### src/rtl/acq_sequencer.sv
// Multi-pass acquisition sequencer: settle delay, then N START/arm/run passes with
// arm-guard and trigger-wait timeouts; terminates on count, RAM full, timeout or STOP.
module acq_sequencer #(
    parameter int TIMEOUT_W = 16,
    parameter int ARM_GUARD = 3
) (
    input  logic                 CLK_MASTER,
    input  logic                 RESET,
    input  logic                 CKE_500US,
    input  logic                 GO,
    input  logic                 STOP,
    input  logic [7:0]           PASS_NUM,
    input  logic [7:0]           SETTLE_TICKS,
    input  logic [TIMEOUT_W-1:0] TIMEOUT_TICKS,
    input  logic                 SR_R_FULL,
    input  logic                 ACQ_WAITING,
    input  logic                 ACQ_ACQUIRING,
    output logic                 ACQ_START,
    output logic                 ACQ_ABORT,
    output logic                 BUSY,
    output logic                 DONE,
    output logic                 TIMED_OUT,
    output logic                 MEM_FULL,
    output logic [7:0]           PASS_COUNT
);

    localparam int GUARD_W = (ARM_GUARD > 1) ? $clog2(ARM_GUARD) : 1;
    localparam logic [GUARD_W-1:0] GUARD_LAST = GUARD_W'(ARM_GUARD - 1);

    typedef enum logic [2:0] {
        S_IDLE, S_SETTLE, S_START, S_ARM, S_RUN, S_ABORT, S_FINISH
    } state_t;

    state_t               r_state;
    logic [7:0]           r_pass_target;
    logic [7:0]           r_settle;
    logic [TIMEOUT_W-1:0] r_timeout;
    logic [7:0]           r_settle_cnt;
    logic [TIMEOUT_W-1:0] r_tick_cnt;
    logic [GUARD_W-1:0]   r_guard_cnt;
    logic [7:0]           r_pass_count;
    logic                 r_timed_out;
    logic                 r_mem_full;

    logic [7:0]           w_settle_next;
    logic                 w_tick_inc;
    logic [TIMEOUT_W-1:0] w_tick_next;
    logic                 w_tick_hit;
    logic                 w_pass_done;
    logic [7:0]           w_count_next;

    // All counters saturate rather than wrap.
    assign w_settle_next = (r_settle_cnt == 8'hFF) ? r_settle_cnt : r_settle_cnt + 8'd1;
    assign w_tick_inc    = ACQ_WAITING && (r_timeout != '0) && CKE_500US;
    assign w_tick_next   = (w_tick_inc && (r_tick_cnt != '1)) ? r_tick_cnt + TIMEOUT_W'(1)
                                                              : r_tick_cnt;
    assign w_tick_hit    = w_tick_inc && (w_tick_next == r_timeout);
    assign w_pass_done   = !ACQ_WAITING && !ACQ_ACQUIRING;
    assign w_count_next  = (r_pass_count == 8'hFF) ? 8'hFF : r_pass_count + 8'd1;

    assign ACQ_START  = (r_state == S_START);
    assign ACQ_ABORT  = (r_state == S_ABORT);
    assign DONE       = (r_state == S_FINISH);
    assign BUSY       = (r_state != S_IDLE);
    assign TIMED_OUT  = r_timed_out;
    assign MEM_FULL   = r_mem_full;
    assign PASS_COUNT = r_pass_count;

    always_ff @(posedge CLK_MASTER or posedge RESET) begin
        if (RESET) begin
            r_state       <= S_IDLE;
            r_pass_target <= '0;
            r_settle      <= '0;
            r_timeout     <= '0;
            r_settle_cnt  <= '0;
            r_tick_cnt    <= '0;
            r_guard_cnt   <= '0;
            r_pass_count  <= '0;
            r_timed_out   <= 1'b0;
            r_mem_full    <= 1'b0;
        end else begin
            case (r_state)
                S_IDLE: begin
                    if (GO && !STOP) begin
                        r_pass_target <= (PASS_NUM == 8'd0) ? 8'd1 : PASS_NUM;
                        r_settle      <= SETTLE_TICKS;
                        r_timeout     <= TIMEOUT_TICKS;
                        r_settle_cnt  <= '0;
                        r_pass_count  <= '0;
                        r_timed_out   <= 1'b0;
                        r_mem_full    <= 1'b0;
                        r_state       <= (SETTLE_TICKS != 8'd0) ? S_SETTLE : S_START;
                    end
                end
                S_SETTLE: begin
                    if (STOP) begin
                        r_state <= S_ABORT;
                    end else if (CKE_500US) begin
                        r_settle_cnt <= w_settle_next;
                        if (w_settle_next == r_settle) begin
                            r_state <= S_START;
                        end
                    end
                end
                S_START: begin
                    if (STOP) begin
                        r_state <= S_ABORT;
                    end else begin
                        r_guard_cnt <= '0;
                        r_tick_cnt  <= '0;
                        r_state     <= S_ARM;
                    end
                end
                S_ARM: begin
                    // Status wins over guard expiry when both land on the same cycle.
                    if (STOP) begin
                        r_state <= S_ABORT;
                    end else if (ACQ_WAITING || ACQ_ACQUIRING) begin
                        r_state <= S_RUN;
                    end else if (r_guard_cnt == GUARD_LAST) begin
                        r_timed_out <= 1'b1;
                        r_state     <= S_ABORT;
                    end else begin
                        r_guard_cnt <= r_guard_cnt + GUARD_W'(1);
                    end
                end
                S_RUN: begin
                    if (STOP) begin
                        r_state <= S_ABORT;
                    end else if (w_pass_done) begin
                        r_pass_count <= w_count_next;
                        if (SR_R_FULL) begin
                            r_mem_full <= 1'b1;
                            r_state    <= S_FINISH;
                        end else if (w_count_next == r_pass_target) begin
                            r_state <= S_FINISH;
                        end else begin
                            r_state <= S_START;
                        end
                    end else begin
                        r_tick_cnt <= w_tick_next;
                        if (w_tick_hit) begin
                            r_timed_out <= 1'b1;
                            r_state     <= S_ABORT;
                        end
                    end
                end
                S_ABORT:  r_state <= S_FINISH;
                S_FINISH: r_state <= S_IDLE;
                default:  r_state <= S_IDLE;
            endcase
        end
    end

endmodule
### config.mk
export PLATFORM = sky130hd
export DESIGN_NAME = acq_sequencer
export DESIGN_NICKNAME = d
export VERILOG_FILES = /design/src/rtl/acq_sequencer.sv
export SDC_FILE = /design/constraint.sdc
export NUM_CORES = 1
export LEC_CHECK = 0
export CORE_ASPECT_RATIO = 1.75
export CORE_MARGIN = 5
export CORE_UTILIZATION = 55
export DETAILED_ROUTE_END_ITERATION = 8
export GPL_ROUTABILITY_DRIVEN = 0
export PLACE_DENSITY = 0.81
export SYNTH_ARGS = -nofsm -noshare
export SYNTH_HDL_FRONTEND = slang
export SYNTH_SLANG_ARGS = --single-unit
### constraint.sdc
create_clock -name CLK_MASTER -period 3.5 [get_ports CLK_MASTER]
set_clock_uncertainty 0.2 [all_clocks]
set_input_delay 0.7 -clock CLK_MASTER [delete_from_list [all_inputs] [get_ports CLK_MASTER]]
set_output_delay 0.7 -clock CLK_MASTER [all_outputs]
set_load 0.005 [all_outputs]
After elaboration in Yosys (flattened, before gate mapping)

Index checks and enable logic that the tools add are counted.

Memories kept: 0
Word-level logic and storage cells: 119
Bits in latches: 0
Bits in read-only memories: 0
Flip-flop bits (word level): 71
Memory bits (writable): 0
Output and inout port bits: 14
Input port bits: 40

Reductions and logical operators: 28
Order comparisons: 0
Multiplexer cells: 47
Shift-type cells: 0
$add $sub $neg: 4
Eq/ne operators: 30
$mul: 0
Bitwise operators: 0
Divide/modulo/power cells: 0

Operator list:

| kind                                          | number |
|---|---|
| two-way mux 16 bit                            | 4 |
| two-way mux 8 bit                             | 8 |
| two-way mux 3 bit                             | 13 |
| case mux 16 bit (2 select lines)              | 1 |
| case mux 8 bit (2 select lines)               | 2 |
| inequality test 2 bit, second input constant  | 13 |
| case mux 3 bit (6 select lines)               | 1 |
| adder 16 x 1 -> 16 bit, second input constant | 1 |
| adder 8 x 1 -> 8 bit, second input constant   | 2 |
| == test 16 bit                                | 1 |
| == test 8 bit                                 | 2 |
| == test 8 bit, second input constant          | 2 |
| inequality test 16 bit, second input constant | 1 |
| nonzero test 16 bit                           | 1 |
| AND reduction 5 bit                           | 3 |
| AND reduction 4 bit                           | 3 |
| two-way mux 1 bit                             | 10 |
| two-way mux 2 bit                             | 5 |
| == test 3 bit, second input constant          | 3 |
| zero test 8 bit                               | 1 |
| inequality test 4 bit, second input constant  | 2 |
| AND reduction 8 bit                           | 1 |
| nonzero test 2 bit                            | 4 |
| nonzero test 8 bit                            | 1 |
| 14 further kinds                              | 24 |

Longest topological paths before layout

Word-level depth: 11
Depth in mapped cells: 10
Mapped depth without buffers: 9

Worst setup path before layout

OpenSTA, ideal clock, no wires.

Path kind: register to register
Start point: register r_settle_cnt[1]
End point: register r_state[0]
Arrival time: 2406 ps
Clock period less this slack: 2748 ps
Setup time: 143 ps
Required time: 3157 ps
Stages on the path, launching flop included: 10
Path buffers: 1
Slack: 752 ps
Cell sequence: dfrtp_1 > ha_1 > and3_1 > buf_2 > or4_1 > a21o_1 > a2111oi_1 > a21o_1 > a22oi_1 > a21boi_1

Cells in the longest elaborated chain, start to end: 5
Elaborated cells between the ends (all ways): 6
Those cells by class: 1 x add/sub; 3 x eq/ne; 1 x mux; 1 x reduce/logical

RTL lines:

| element                                                      | RTL line | text |
|---|---|---|
| start, declared                                              | 38       | `logic [7:0] r_settle_cnt;` |
| start signal, assigned                                       | 99       | `r_settle_cnt <= w_settle_next;` |
| adder 8 x 1 -> 8 bit / == test 8 bit (equally long branches) | 53       | `assign w_settle_next = (r_settle_cnt == 8'hFF) ? r_settle_cnt : r_settle_cnt + 8'd1;` |
| two-way mux 8 bit *                                          | 53       |  |
| == test 8 bit *                                              | 100      | `if (w_settle_next == r_settle) begin` |
| inequality test 3 bit (no source line) *                     | -        |  |
| AND reduction 5 bit (no source line) *                       | -        |  |
| end signal, assigned                                         | 92       | `r_state <= (SETTLE_TICKS != 8'd0) ? S_SETTLE : S_START;` |
| end, declared                                                | 34       | `state_t r_state;` |

Every way passes the cells marked *; elsewhere a longest branch is shown, timed or not.
A chain may end at the register's enable or synchronous reset.

Worst setup path in the final report

Start point: register r_tick_cnt[0]
End point: register r_state[0]

Cells in the longest elaborated chain, start to end: 7
Elaborated cells between the ends (all ways): 8
Those cells by class: 1 x add/sub; 3 x eq/ne; 1 x mux; 3 x reduce/logical

RTL lines:

| element                                                                        | RTL line | text |
|---|---|---|
| start, declared                                                                | 39       | `logic [TIMEOUT_W-1:0] r_tick_cnt;` |
| start signal, assigned                                                         | 141      | `r_tick_cnt <= w_tick_next;` |
| parallel branches: the longest is 2 deep, another holds adder 16 x 1 -> 16 bit | -        |  |
| two-way mux 16 bit *                                                           | 55       | `assign w_tick_next = (w_tick_inc && (r_tick_cnt != '1)) ? r_tick_cnt + TIMEOUT_W'(1)` |
| == test 16 bit *                                                               | 57       | `assign w_tick_hit = w_tick_inc && (w_tick_next == r_timeout);` |
| logical AND 1 bit *                                                            | 57       |  |
| inequality test 4 bit (no source line) *                                       | -        |  |
| AND reduction 5 bit (no source line) *                                         | -        |  |

Mark *: on every way between the ends.

==> flow_results.org <==
** Job
- Across the run, the number of max-cap violations was 0.

** Timing
- The number of pins with negative max-slew slack in the final report is 0.
- Final Cycle Share :: 90.1%
- Setup violations remaining at the end of the flow were counted as 0.
- Final critical path time including I/O delays and setup :: 3150 ps
- Actual slew at the worst max-slew pin :: 688 ps
- Static timing analysis puts the maximum clock frequency at 317 MHz.
- Setup total negative slack on the finished layout was measured at 0 ps.
- The hold violation count in the final report is 0.
- Worst slew margin relative to its limit :: 54.1%
- Setup repair after global routing missed its margin :: false

** Synthesis
- Count of flip-flops with a built-in enable after synthesis :: 0
- Synthesis instantiated 74 different standard cells from the library.
- The share of synthesized area in the top cell type comes to 36.9%.
- The synthesized netlist occupies a cell area of 4820 µm².
- After synthesis the netlist holds a flip-flop and latch count of 71.
- Yosys printed 0 warnings.
- By area the synthesized netlist is led by sky130_fd_sc_hd__dfrtp_1 37%, sky130_fd_sc_hd__nand2_1 10%, sky130_fd_sc_hd__o21ai_0 4.7%.
- Of the synthesized area, sequential elements account for 36.9%.
- Largest area contributor in the netlist :: sky130_fd_sc_hd__dfrtp_1
- Number of instances in the synthesized netlist :: 600
- In the synthesized netlist the async set-or-reset flop fraction comes to 100%.
- A synthesized cell averages 8.03 µm².
- Counting every net in the synthesized netlist gives 644.
- The most used flip-flop cell after synthesis is sky130_fd_sc_hd__dfrtp_1.

** Finish
- Fraction of the core area covered by cells at the end of the flow :: 66.4%
- In the final layout, the share of cells above drive strength 1 is 7.45%.
- Antenna diode instance count :: 0
- Nets :: 684
- Post-synthesis to final-layout area growth :: 18.8%

** Worst setup path
- The slowest stage of the critical path belongs to the cell sky130_fd_sc_hd__dfrtp_1.
- Maximum fanout encountered on the critical timing path :: 9
- Critical path startpoint category :: register
- The worst setup path is of the reg -> reg kind.
- For the worst setup path, the data required time is 3560 ps.
- In this design, the stage delay of the slowest critical-path cell is 520 ps.
- List of cells traversed by the critical path :: ha_1 > nand4_1 > or4_4 > nand2b_2 > buf_4 > a22oi_2 > a2111oi_2 > o2111ai_1 > a21boi_1
- On the critical path the largest part of the delay comes from simple AND/OR/NAND/NOR gates.
- Arrival time worst endpoint :: 3220 ps
- Counting both buffers and inverters, the worst setup path holds a total of 1.
- STA classifies the critical path endpoint as a register.

** Floorplan
- Number of standard-cell rows in the floorplan :: 45
- Die X-Extent :: 80.7 µm
- The die covers 10800 µm².
- I/O pin count :: 54
- Std-Cell Core Area :: 8610 µm²
- Die H :: 134 µm
- Once the floorplan was initialized, standard cells occupied 55.9% of the core.

** Route
- DR WL/cell :: 17.7 µm
- Via/cell ratio :: 6.33
- Number of design rule violations left after detail routing :: 0
- The routed layout has 4818 vias.
- Number of nets still failing antenna checks after routing :: 0
- Met1 routed wirelength after detailed routing :: 4920 µm
- Total length of routed wires :: 13500 µm
- Number of detailed-route iterations in the first pass :: 5
- Top Metal Used :: met4
- Detailed routing placed a total of 792 µm of wire on met3.
- For this block, the initial DRC count from the detailed router was 434.
- In the detailed route, the total length drawn on met2 is 6990 µm.

** Clocking
- Number of buffers added for setup after CTS :: 0
- Maximum number of buffers from clock root to sink :: 2
- Library cell used as clock root buffer :: sky130_fd_sc_hd__clkbuf_16
- Clock-pin slew on the worst setup and hold paths :: 60 ps
- At the later pin of the worst-skew pair, clock insertion delay measures 340 ps.
- TritonCTS built the clock tree.
- CTS Hold Buffers Added :: 0
- Counting the buffers created by CTS gives 9.
- Depth of the CTS H-tree :: 3
- Count of cells resized by post-cts repair :: 0
- CTS Sinks :: 71

** Power and ir drop
- The clock network is responsible for 24.4% of the overall power.
- Cell internal pwr :: 2.30 mW
- Net switching is 39.1% of the power.
- Total chip power :: 3.77 mW
- For this design the ratio of total power to cell area is 659 nW/µm².
- Across the VDD grid, the largest voltage drop is 0.000467 V.
- Combinational group share of total power :: 36.2%
- Summed over all nets, the switching power comes to 1.47 mW.
- Leakage component of the power :: 2.38 nW
- The share of total power dissipated in sequential elements is 39.4%.

** Place
- Buffers placed on the I/O ports in this run total 53.
- Post-detail-place hpwl :: 9780 µm

** GRT
- Antenna violations before repair :: 0
- GRT overflow :: 0
- Maximum number of pins on one net before global-route repair :: 33
- The via count of the first global-routing pass is 4699.
- Wire length of the first global-routing pass :: 22700 µm
- Global-route usage over all layers :: 26.7%

** Hold path
- Worst min-delay path class :: reg -> reg

** Outcome
- Result of the run :: finished, final reports clean
## worst paths after layout
check,from,endpoint,slack [ps],cells past startpoint
max in group asynchronous,RESET,r_settle[6],1850,3
worst max-delay path,r_tick_cnt[0],r_state[0],350,9
worst max register to register,r_tick_cnt[0],r_state[0],350,9
worst min register to register,r_settle[2],r_settle[2],290,2
min in group asynchronous,RESET,r_timeout[9],600,2
worst min-delay path,r_settle[2],r_settle[2],290,2
## registers in the layout, indices dropped and copies added (netlist names)
| register | flops |
|---|---|
| TIMED_OUT | 1 |
| MEM_FULL | 1 |
| r_timeout | 16 |
| PASS_COUNT | 8 |
| r_state | 3 |
| r_settle_cnt | 8 |
| r_pass_target | 8 |
| r_settle | 8 |
| r_guard_cnt | 2 |
| r_tick_cnt | 16 |
## area by class of cell
type | instances | area (µm²)
repair buffers | 66 | 653
clock inverters | 5 | 58.8
clock buffers | 10 | 239
fillers | 714 | 2890
inverters | 15 | 56.3
flip-flops and latches | 71 | 1780
well taps | 117 | 146
multi-input cells | 477 | 2790
## worst reg2reg max path, stage by stage, from the launching register on
cell	delay, ps
sky130_fd_sc_hd__dfrtp_1	520
sky130_fd_sc_hd__ha_1	460
sky130_fd_sc_hd__nand4_1	260
sky130_fd_sc_hd__or4_4	520
sky130_fd_sc_hd__nand2b_2	100
sky130_fd_sc_hd__buf_4	160
sky130_fd_sc_hd__a22oi_2	100
sky130_fd_sc_hd__a2111oi_2	390
sky130_fd_sc_hd__o2111ai_1	200
sky130_fd_sc_hd__a21boi_1	170
## cell usage in the layout (no fill, tap or decap), types with 5 or more instances in the layout
cell type / netlist / layout
sky130_fd_sc_hd__nand2_1: 133 / 133
sky130_fd_sc_hd__dfrtp_1: 71 / 71
sky130_fd_sc_hd__clkdlybuf4s50_1: 0 / 53
sky130_fd_sc_hd__o21ai_0: 45 / 45
sky130_fd_sc_hd__nor2_1: 43 / 42
sky130_fd_sc_hd__a21oi_1: 35 / 35
sky130_fd_sc_hd__xnor2_1: 22 / 22
sky130_fd_sc_hd__nand3_1: 20 / 20
sky130_fd_sc_hd__nor3_1: 16 / 16
sky130_fd_sc_hd__inv_1: 15 / 14
sky130_fd_sc_hd__xor2_1: 12 / 12
sky130_fd_sc_hd__buf_4: 4 / 11
sky130_fd_sc_hd__nor4_1: 10 / 10
sky130_fd_sc_hd__nand4_1: 10 / 10
sky130_fd_sc_hd__a211oi_1: 9 / 9
sky130_fd_sc_hd__clkbuf_16: 0 / 9
sky130_fd_sc_hd__and3_1: 6 / 6
sky130_fd_sc_hd__and4_1: 5 / 5
sky130_fd_sc_hd__and2_1: 5 / 5
sky130_fd_sc_hd__o31ai_1: 5 / 5
sky130_fd_sc_hd__a31oi_1: 5 / 5
## layer usage
layer | GRT usage, % | vias to the layer above
li1 | - | 2243
met1 | 30.5 | 2283
met2 | 45.1 | 221
met3 | 5.44 | 71
met4 | 15.5 | 0
met5 | 0 | -
## cells by family (layout without fill, tap and decap cells)
kind of cell	Yosys count	count (layout)	synth area share [%]
buffers and inverters	52	96	5.22
AO/OA/AOI/OAI	155	155	21.3
XOR/XNOR	34	34	6.18
adder cells (fa/ha/maj)	4	4	1.04
flip-flops	71	71	36.9
AND/OR/NAND/NOR	281	281	28.7
multiplexers	3	3	0.624
## synthesized netlist by cell type, types with 4 or more instances
cell / instances
sky130_fd_sc_hd__nand2_1: 133
sky130_fd_sc_hd__dfrtp_1: 71
sky130_fd_sc_hd__o21ai_0: 45
sky130_fd_sc_hd__nor2_1: 43
sky130_fd_sc_hd__a21oi_1: 35
sky130_fd_sc_hd__clkbuf_1: 25
sky130_fd_sc_hd__xnor2_1: 22
sky130_fd_sc_hd__nand3_1: 20
sky130_fd_sc_hd__nor3_1: 16
sky130_fd_sc_hd__inv_1: 15
sky130_fd_sc_hd__xor2_1: 12
sky130_fd_sc_hd__nand4_1: 10
sky130_fd_sc_hd__nor4_1: 10
sky130_fd_sc_hd__a211oi_1: 9
sky130_fd_sc_hd__and3_1: 6
sky130_fd_sc_hd__a31oi_1: 5
sky130_fd_sc_hd__and2_1: 5
sky130_fd_sc_hd__and4_1: 5
sky130_fd_sc_hd__buf_6: 5
sky130_fd_sc_hd__o31ai_1: 5
sky130_fd_sc_hd__a21boi_0: 4
sky130_fd_sc_hd__a21o_1: 4
sky130_fd_sc_hd__buf_4: 4
sky130_fd_sc_hd__ha_1: 4
sky130_fd_sc_hd__nor3b_1: 4
sky130_fd_sc_hd__o211ai_1: 4
sky130_fd_sc_hd__or4_1: 4
## stage by stage
step / setup WS [ps] / instances / hold slack (ps) / area (µm²)
2_1_floorplan: 752 / 600 / 265 / 4820
3_3_place_gp: 326 / 746 / 283 / 5420
3_5_place_dp: 184 / 746 / 286 / 5420
4_1_cts: 370 / 761 / 301 / 5720
5_1_grt: 95.5 / 761 / 324 / 5720
6_report: 346 / 761 / 295 / 5720
## power by group through the flow
stage | Clock (mW) | Combinational, mW | Sequential [mW]
2_1_floorplan | 0 | 1.09 | 1.28
3_3_place_gp | 0 | 1.29 | 1.46
3_5_place_dp | 0 | 1.34 | 1.47
4_1_cts | 0.928 | 1.35 | 1.47
5_1_grt | 0.970 | 1.53 | 1.52
6_report | 0.919 | 1.36 | 1.49
No activity file was read; power rests on OpenSTA's default activity.
